### src/rtl/stage_div_if.sv
// Handshake and operand/result bundle between the EX stage and the multi-cycle divider.
interface stage_div_if #(
    parameter int unsigned WIDTH = 32
);
    logic                   signed_div;
    logic [WIDTH-1:0]       opv1;
    logic [WIDTH-1:0]       opv2;
    logic                   start;
    logic                   annul;
    logic [2*WIDTH-1:0]     result;
    logic                   ready;

    modport master (
        output signed_div, opv1, opv2, start, annul,
        input  result, ready
    );

    modport slave (
        input  signed_div, opv1, opv2, start, annul,
        output result, ready
    );
endinterface

### src/rtl/stage_div.sv
// Restoring DIV/DIVU unit: one quotient bit per cycle, returns {remainder, quotient}
// for the HI/LO write path, holding the result while EX keeps start asserted.
module stage_div #(
    parameter int unsigned WIDTH = 32
) (
    input  logic        clk,
    input  logic        rst,
    stage_div_if.slave  bus
);
    localparam int unsigned CW = $clog2(WIDTH + 1);

    typedef enum logic [1:0] {S_IDLE, S_BYZERO, S_ON, S_END} state_t;

    state_t             state;
    logic [CW-1:0]      cnt;
    logic [WIDTH-1:0]   rem;
    logic [WIDTH-1:0]   quo;
    logic [WIDTH-1:0]   divisor;
    logic               sdiv;
    logic               neg1;
    logic               neg2;

    logic [WIDTH-1:0]   mag1;
    logic [WIDTH-1:0]   mag2;
    logic [WIDTH:0]     trial;
    logic               fits;
    logic [WIDTH-1:0]   q_fix;
    logic [WIDTH-1:0]   r_fix;

    // Operand magnitudes for DIV; DIVU passes operands through untouched
    assign mag1 = (bus.signed_div && bus.opv1[WIDTH-1]) ? (~bus.opv1) + WIDTH'(1) : bus.opv1;
    assign mag2 = (bus.signed_div && bus.opv2[WIDTH-1]) ? (~bus.opv2) + WIDTH'(1) : bus.opv2;

    // Partial remainder shifted left with the next dividend bit; one extra bit keeps the carry
    assign trial = {rem, quo[WIDTH-1]};
    assign fits  = trial >= {1'b0, divisor};

    // Quotient negative when signs differ; remainder follows the dividend's sign
    assign q_fix = (sdiv && (neg1 ^ neg2)) ? (~quo) + WIDTH'(1) : quo;
    assign r_fix = (sdiv && neg1)          ? (~rem) + WIDTH'(1) : rem;

    always_ff @(posedge clk) begin
        if (rst) begin
            state      <= S_IDLE;
            cnt        <= '0;
            rem        <= '0;
            quo        <= '0;
            divisor    <= '0;
            sdiv       <= 1'b0;
            neg1       <= 1'b0;
            neg2       <= 1'b0;
            bus.ready  <= 1'b0;
            bus.result <= '0;
        end else begin
            case (state)
                S_IDLE: begin
                    bus.ready  <= 1'b0;
                    bus.result <= '0;
                    if (bus.start && !bus.annul) begin
                        sdiv    <= bus.signed_div;
                        neg1    <= bus.signed_div & bus.opv1[WIDTH-1];
                        neg2    <= bus.signed_div & bus.opv2[WIDTH-1];
                        rem     <= '0;
                        quo     <= mag1;
                        divisor <= mag2;
                        cnt     <= '0;
                        state   <= (bus.opv2 == '0) ? S_BYZERO : S_ON;
                    end
                end
                S_BYZERO: begin
                    bus.result <= '0;
                    state      <= bus.annul ? S_IDLE : S_END;
                end
                S_ON: begin
                    if (bus.annul) begin
                        cnt   <= '0;
                        state <= S_IDLE;
                    end else if (cnt == CW'(WIDTH)) begin
                        bus.ready  <= 1'b1;
                        bus.result <= {r_fix, q_fix};
                        state      <= S_END;
                    end else begin
                        rem <= fits ? WIDTH'(trial - {1'b0, divisor}) : trial[WIDTH-1:0];
                        quo <= {quo[WIDTH-2:0], fits};
                        cnt <= cnt + CW'(1);
                    end
                end
                S_END: begin
                    // Result stays up until EX drops start; no restart without a low cycle
                    if (bus.annul || !bus.start) begin
                        bus.ready  <= 1'b0;
                        bus.result <= '0;
                        state      <= S_IDLE;
                    end else begin
                        bus.ready <= 1'b1;
                    end
                end
                default: state <= S_IDLE;
            endcase
        end
    end
endmodule

### src/flat_wrapper.sv
// flat-port wrapper written by rule: the top's interface ports become plain ports
module stage_div_flat 
#(
    parameter int unsigned WIDTH = 32
)
  (clk, rst, bus_signed_div, bus_opv1, bus_opv2, bus_start, bus_annul, bus_result, bus_ready);
  stage_div_if #(.WIDTH(WIDTH)) bus_i ();
  input  logic clk;
  input  logic rst;
  input wire logic [$bits(bus_i.signed_div)-1:0] bus_signed_div;
  input wire logic [$bits(bus_i.opv1)-1:0] bus_opv1;
  input wire logic [$bits(bus_i.opv2)-1:0] bus_opv2;
  input wire logic [$bits(bus_i.start)-1:0] bus_start;
  input wire logic [$bits(bus_i.annul)-1:0] bus_annul;
  output wire logic [$bits(bus_i.result)-1:0] bus_result;
  output wire logic [$bits(bus_i.ready)-1:0] bus_ready;
  assign bus_i.signed_div = bus_signed_div;
  assign bus_i.opv1 = bus_opv1;
  assign bus_i.opv2 = bus_opv2;
  assign bus_i.start = bus_start;
  assign bus_i.annul = bus_annul;
  assign bus_result = bus_i.result;
  assign bus_ready = bus_i.ready;
  stage_div #(.WIDTH(WIDTH)) u_core (.clk(clk), .rst(rst), .bus(bus_i));
endmodule
### config.mk
export PLATFORM = sky130hd
export DESIGN_NAME = stage_div_flat
export DESIGN_NICKNAME = d
export VERILOG_FILES = /design/src/rtl/stage_div_if.sv /design/src/rtl/stage_div.sv /design/src/flat_wrapper.sv
export SDC_FILE = /design/constraint.sdc
export NUM_CORES = 1
export LEC_CHECK = 0
export ABC_AREA = 1
export CAP_MARGIN = 20
export CORE_MARGIN = 5
export CORE_UTILIZATION = 53
export CTS_CLUSTER_SIZE = 20
export DETAILED_ROUTE_END_ITERATION = 6
export PLACE_DENSITY_LB_ADDON = 0.1
export SKIP_LAST_GASP = 1
export SYNTH_ARGS = -nofsm -noshare
export SYNTH_HDL_FRONTEND = slang
export SYNTH_SLANG_ARGS = --single-unit
export TNS_END_PERCENT = 50
### constraint.sdc
create_clock -name clk -period 1.81 [get_ports clk]
set_input_delay 0.362 -clock clk [delete_from_list [all_inputs] [get_ports clk]]
set_output_delay 0.362 -clock clk [all_outputs]
set_load 0.05 [all_outputs]
Word level (Yosys, flattened, before mapping) --
Cells that the tools add are included.
Operators by class: $add $sub $neg 6, order comparisons 1, equality and inequality tests 11, muxes and demuxes 32, bitwise gates (word level) 7, reduce and logical (&&, ||, !) cells 19
Operator list (count):
- $mux W32 | 11
- $mux W64 | 3
- $pmux W64 S3 | 1
- $add A32 B1 Y32 const B | 4
- $not A32 Y32 | 4
- $pmux W32 S2 | 2
- $ge A33 B32 Y1 | 1
- $logic_not A32 Y1 | 1
- $sub A32 B32 Y32 | 1
- $mux W6 | 3
- $mux W2 | 6
- $pmux W6 S2 | 1
- $reduce_and A3 Y1 | 4
- $pmux W2 S4 | 1
- $add A6 B1 Y6 const B | 1
- $eq A6 B6 Y1 const B | 1
- $ne A2 B1 Y1 const B | 3
- $logic_and A1 B1 Y1 | 5
- $eq A2 B2 Y1 const B | 2
- $ne A2 B2 Y1 const B | 2
- $reduce_and A4 Y1 | 1
- $mux W1 | 3
- $ne A3 B2 Y1 const B | 1
- $ne A3 B3 Y1 const B | 1
- other kinds (11) | 13
Word-level totals: register bits after elaboration 172, input port bits 69, logic and storage cells 86

Depth between registers and ports, before layout --
depth in word-level cells 6, mapped depth 16, mapped depth without buffers 16

Worst setup path before layout --
OpenSTA, ideal clock, no wires.
path kind flip-flop to flip-flop, start register u_core.divisor[20], end register u_core.rem[0], library setup time 132 ps, data arrival time 1799 ps, required time 1678 ps, setup slack -121 ps, cell stages (with the launch flop) 16, path buffers 1, period minus slack after synthesis 1931 ps, cells stage by stage dfxtp_1 inv_1 ha_1 nand2_1 inv_1 nand2_1 nand2_1 nand2_1 nand2_1 nand2_1 nand3_1 nor2_2 clkbuf_1 nand3_1 nand3_1 a21oi_1
On the way: longest elaborated chain between the ends 5
Ends and longest elaborated chain:
- start: declaration | line stage_div.sv:18 | logic [WIDTH-1:0] divisor;
- start signal: assignment | line stage_div.sv:65 | divisor <= mag2;
- $ge A33 B32 Y1 | line stage_div.sv:36 | assign fits = trial >= {1'b0, divisor};
- $mux W32 | line stage_div.sv:83 | rem <= fits ? WIDTH'(trial - {1'b0, divisor}) : trial[WIDTH-1:0];
- $mux W32 | line stage_div.sv:78 | end else if (cnt == CW'(WIDTH)) begin
- $mux W32 | line stage_div.sv:75 | if (bus.annul) begin
- $pmux W32 S2 | line stage_div.sv:55 | case (state)
- end signal: assignment | line stage_div.sv:83
- end: declaration | line stage_div.sv:16 | logic [WIDTH-1:0] rem;
Every way passes these cells. The select of a mux whose other input is x is not followed. A chain may end at the register's enable or synchronous reset.

Worst setup path in the final report --
start register u_core.divisor[5], end register u_core.rem[7]
On the way: longest elaborated chain between the ends 5, elaborated cells between the ends (all ways) 6
Ends and longest elaborated chain (line):
- $sub A32 B32 Y32 or $ge A33 B32 Y1 (tied branches) | stage_div.sv:83, stage_div.sv:36
- $mux W32 * | stage_div.sv:83
- $mux W32 * | stage_div.sv:78
- $mux W32 * | stage_div.sv:75
- $pmux W32 S2 * | stage_div.sv:55
Every way passes the cells marked *; elsewhere a longest branch is shown, timed or not. The select of a mux whose other input is x is not followed.

==> results by stage <==
Cells and area:
- Of the cells placed in the final design, the portion with a size suffix greater than 1 is 0.3609.
- Leaving out fill and tap cells, the most frequent cell in the layout is sky130_fd_sc_hd__nand2_1.
- The number of standard cells in the final layout excluding fillers is 3020.
- The repair_antennas step left the layout with diodes totalling 0.
- Relative to the synthesized area, the layout overhead comes to 59.22%.
- The library cells used most frequently in the layout, excluding fill and tap cells, are 523 x sky130_fd_sc_hd__nand2_1, 432 x sky130_fd_sc_hd__buf_4, 255 x sky130_fd_sc_hd__inv_1, 197 x sky130_fd_sc_hd__a21oi_1, 176 x sky130_fd_sc_hd__nand3_1.
- The final standard cell area without fillers is 0.02042 mm2.
- The final net count is 2795.
- The share of the core filled with cells is 0.8470.

Synth:
- Counting flops with a built-in enable in the synthesized netlist gives 0.
- The mean cell area of the mapped netlist is 5.874 um2.
- The top cell type's share of synthesized area is 0.2685.
- The most used flip-flop cell after synthesis is sky130_fd_sc_hd__dfxtp_1.
- For this run, the number of Yosys warnings is 0.
- The number of instances in the synthesized netlist is 2183.
- The total nets after synthesis is 2295.
- The netlist uses 46 different library cells.
- After synthesis the cells add up to 0.01282 mm2.
- In the post-synthesis netlist, the biggest area contributors are sky130_fd_sc_hd__dfxtp_1 27%, sky130_fd_sc_hd__nand2_1 19%, sky130_fd_sc_hd__a21oi_1 9.2%.
- The sequential cell area fraction in the yosys report is 0.2685.
- After synthesis, the share of flip-flops with an asynchronous set or reset is 0.
- The cell type with the largest total area after synthesis is sky130_fd_sc_hd__dfxtp_1.
- After synthesis the netlist holds a flip-flop and latch count of 172.

Worst setup path:
- The slowest stage of the critical path belongs to the cell sky130_fd_sc_hd__xnor2_1.
- The data required time of the worst path is 2.11 ns.
- The critical path class is reg -> reg.
- The dominant cell type by count on the critical path is sky130_fd_sc_hd__nand2_2.
- Walking the worst path, the cells encountered are inv_2 -> ha_4 -> buf_6 -> nand2_2 -> buf_4 -> inv_1 -> nand2_1 -> nand2_2 -> inv_1 -> nand2_2 -> buf_4 -> xnor2_1 -> nand2_1 -> nand3_1 -> a21oi_1.
- The startpoint kind of the worst setup timing path is a register.
- On the worst path, the slowest cell contributes a delay of 0.46 ns.
- The data arrival at the endpoint of the critical path is 2.74 ns.
- The worst setup path is captured at a register.
- The worst-path maximum fanout is 3.

Timing:
- The total count of hold-check failures in the final report came to 0.
- Across the routed clock network, the largest skew measured is 0.01602 ns.
- The count of endpoints failing setup in the final report is 117.
- Once routing completed, OpenROAD measured the worst setup slack at -0.6326 ns.
- Setup repair after global routing could not meet its margin everywhere.
- The max-slew violation count is 0.
- The share of the cycle needed by the critical path after routing is 1.350.
- Measured against its own limit, the worst slew margin works out to 0.5530.
- The peak clock frequency supported by timing is 0.4094 GHz.
- For the finished layout, the period the worst path requires is 2.443 ns.
- At the pin with the least slew margin, the transition time is 0.6705 ns.

Route:
- For this block, the initial DRC count from the detailed router was 2690.
- The detailed-route wire length is 58190 um.
- The wire length per cell is 19.27 um.
- In the routed layout, each cell is associated on average with a via count of 5.885.
- The detailed-router iteration count before antenna repair is 7.
- The total via count in the routed design is 17770.
- Once detail routing completed, the nets flagged for antenna violations numbered 0.
- The number of DRC violations after detailed routing is 0.

Clocking:
- TritonCTS built the clock tree.
- The H-tree depth reported by CTS is 4.
- The number of sinks handled by clock tree synthesis is 172.
- The clock reaches the later pin of the worst-skew pair after 0.45 ns.
- The clock slew at the register clock pins of the worst setup and hold paths is 0.08 ns.
- The number of clock buffers added by TritonCTS is 17.
- The longest clock path from root to sink contains 2 buffers.
- The root buffer cell chosen for the clock tree is sky130_fd_sc_hd__clkbuf_16.
- In this run, post-CTS hold repair placed 0 buffers.

Pwr:
- The leakage power figure is 9.724 nW.
- For this design the ratio of total power to cell area is 1231 mW/mm2.
- The maximum vdd ir drop is 0.001407 V.

Die:
- The die boundary width is 165.6 um.
- The y dimension of the die is 165.6 um.
- The number of rows in the core area is 57.
- For this design the top-level I/O count stands at 134.
- The initial utilization of the core area, before any placement, comes to 0.5320.
- The placeable core area is 0.02411 mm2.
- The die outline area is 0.02741 mm2.

Place:
- Summing all placed instances gives a cell area of 0.01707 mm2.
- The last weighted congestion value of the routability-driven placer is 0.9821.
- The number of buffers inserted by port buffering is 133.
- Counting tap cells, the placed design contains a total of 2913 instances.
- The wire-length estimate of the detail-placed layout is 36340 um.

GRT:
- The first global-routing pass estimated 79870 um of wire.
- After global routing the overflow that remains totals 0.
- The number of antenna violations at the first check in global routing is 1.
- Entering global routing, the biggest net connects 130 pins.
- The via count of the first global-routing pass was 15660.
- In the global route stage, overall resource usage came out at 0.3673.

Outcome:
- The run finished, with violations left.
- The final reports fail on setup timing.

Hold path:
- The class of the most critical hold timing path is in -> reg.

Flow run:
- The tool flagged a number of max-cap violations equal to 0.
[power by group]
part / switching [W] / internal (W)
logic: 0.00946 / 0.00686
registers: 0.000581 / 0.00432
clock network: 0.00189 / 0.00202
[cells in the mapped netlist, types with 2 or more instances]
cell and count:
sky130_fd_sc_hd__dfxtp_1 172, sky130_fd_sc_hd__clkbuf_1 45, sky130_fd_sc_hd__or2_2 3, sky130_fd_sc_hd__nor4_1 7
sky130_fd_sc_hd__a21oi_1 235, sky130_fd_sc_hd__inv_2 6, sky130_fd_sc_hd__and2_1 3, sky130_fd_sc_hd__o31ai_1 2
sky130_fd_sc_hd__buf_4 8, sky130_fd_sc_hd__nor3_1 23, sky130_fd_sc_hd__ha_1 42, sky130_fd_sc_hd__nand3_1 229
sky130_fd_sc_hd__o211ai_1 13, sky130_fd_sc_hd__inv_1 310, sky130_fd_sc_hd__clkinv_1 2, sky130_fd_sc_hd__o21bai_1 2
sky130_fd_sc_hd__nand4_1 23, sky130_fd_sc_hd__xnor2_1 18, sky130_fd_sc_hd__nand3_2 2, sky130_fd_sc_hd__buf_2 22
sky130_fd_sc_hd__o221ai_1 2, sky130_fd_sc_hd__nand2_2 3, sky130_fd_sc_hd__nand2_1 637, sky130_fd_sc_hd__a21o_1 2
sky130_fd_sc_hd__o21ai_0 110, sky130_fd_sc_hd__buf_1 6, sky130_fd_sc_hd__nor2_1 179, sky130_fd_sc_hd__nand3b_1 13
sky130_fd_sc_hd__xor2_1 38, sky130_fd_sc_hd__nor3_2 3, sky130_fd_sc_hd__a211oi_1 3, sky130_fd_sc_hd__nor2_2 4
sky130_fd_sc_hd__o21ai_1 3
[per-layer routing]
| metal | track usage | part of all wire | vias up |
|---|---|---|---|
| li1 | - | - | 8012 |
| met1 | 0.5005 | 0.39 | 8112 |
| met2 | 0.5830 | 0.44 | 1329 |
| met3 | 0.07520 | 0.11 | 319 |
| met4 | 0.1207 | 0.054 | 2 |
| met5 | 0 | 0.00012 | - |
[through the flow]
stage,setup TNS (ns),hold slack [ns],setup WS (ns),power (W)
floorplan,-0.02131,0.4453,-0.006481,0.01120
global placement,-46.64,0.4529,-0.5107,0.01590
detailed placement,-55.01,0.4571,-0.5897,0.01614
CTS,-11.61,0.3932,-0.2539,0.02228
global route,-28.06,0.3487,-0.6592,0.02612
finish,-18.67,0.3288,-0.6326,0.02513
[sequential cells by signal, indices dropped and copies added (netlist names)]
signal,cells
u_core.bus.result,64
u_core.divisor,32
u_core.quo,32
u_core.rem,32
u_core.cnt,6
u_core.state,2
u_core.bus.ready,1
u_core.neg1,1
u_core.neg2,1
u_core.sdiv,1
[worst max-delay path, delay by kind of cell (launching register included)]
| family | cells | cell delay (ns) |
|---|---|---|
| AOI/OAI and AO/OA | 1 | 0.07 |
| DFF | 1 | 0.36 |
| xor gates and xnor gates | 1 | 0.46 |
| buffers and inverters | 6 | 0.55 |
| adders and majority gates | 1 | 0.23 |
| and+or+nand+nor | 6 | 0.62 |
[timing repair]
item	in CTS	in global routing
pin swaps	77	132
resized for setup	280	296
cloned	11	4
setup endpoints to repair	140	156
setup buffers	37	28
[path summary, 6_finish.rpt]
check | cells after the start | startpoint | slack, ns | endpoint
worst max-delay path | 15 | u_core.divisor[5] | -0.63 | u_core.rem[7]
worst max register to register | 15 | u_core.divisor[5] | -0.63 | u_core.rem[7]
worst min register to register | 2 | u_core.bus.result[3] | 0.47 | u_core.bus.result[3]
worst min-delay path | 4 | bus_opv2[0] | 0.33 | u_core.divisor[0]
[area by class of cell]
cell class | instances | area [um2]
Sequential cell | 172 | 3510
Timing Repair Buffer | 560 | 4922
Multi-Input combinational cell | 1614 | 9728
Fill cell | 1504 | 3689
Clock inverter | 14 | 172.7
Tap cell | 324 | 405.4
Inverter | 318 | 1240
Clock buffer | 18 | 439.2
[cell families after synthesis]
logic type | synth area share
adder cells (fa/ha/maj) | 0.04254
buffers and inverters | 0.1213
XOR/XNOR | 0.03825
flip-flops | 0.2685
AO/OA/AOI/OAI | 0.1525
AND/OR/NAND/NOR | 0.3769
(Power assumes the default switching activity.)
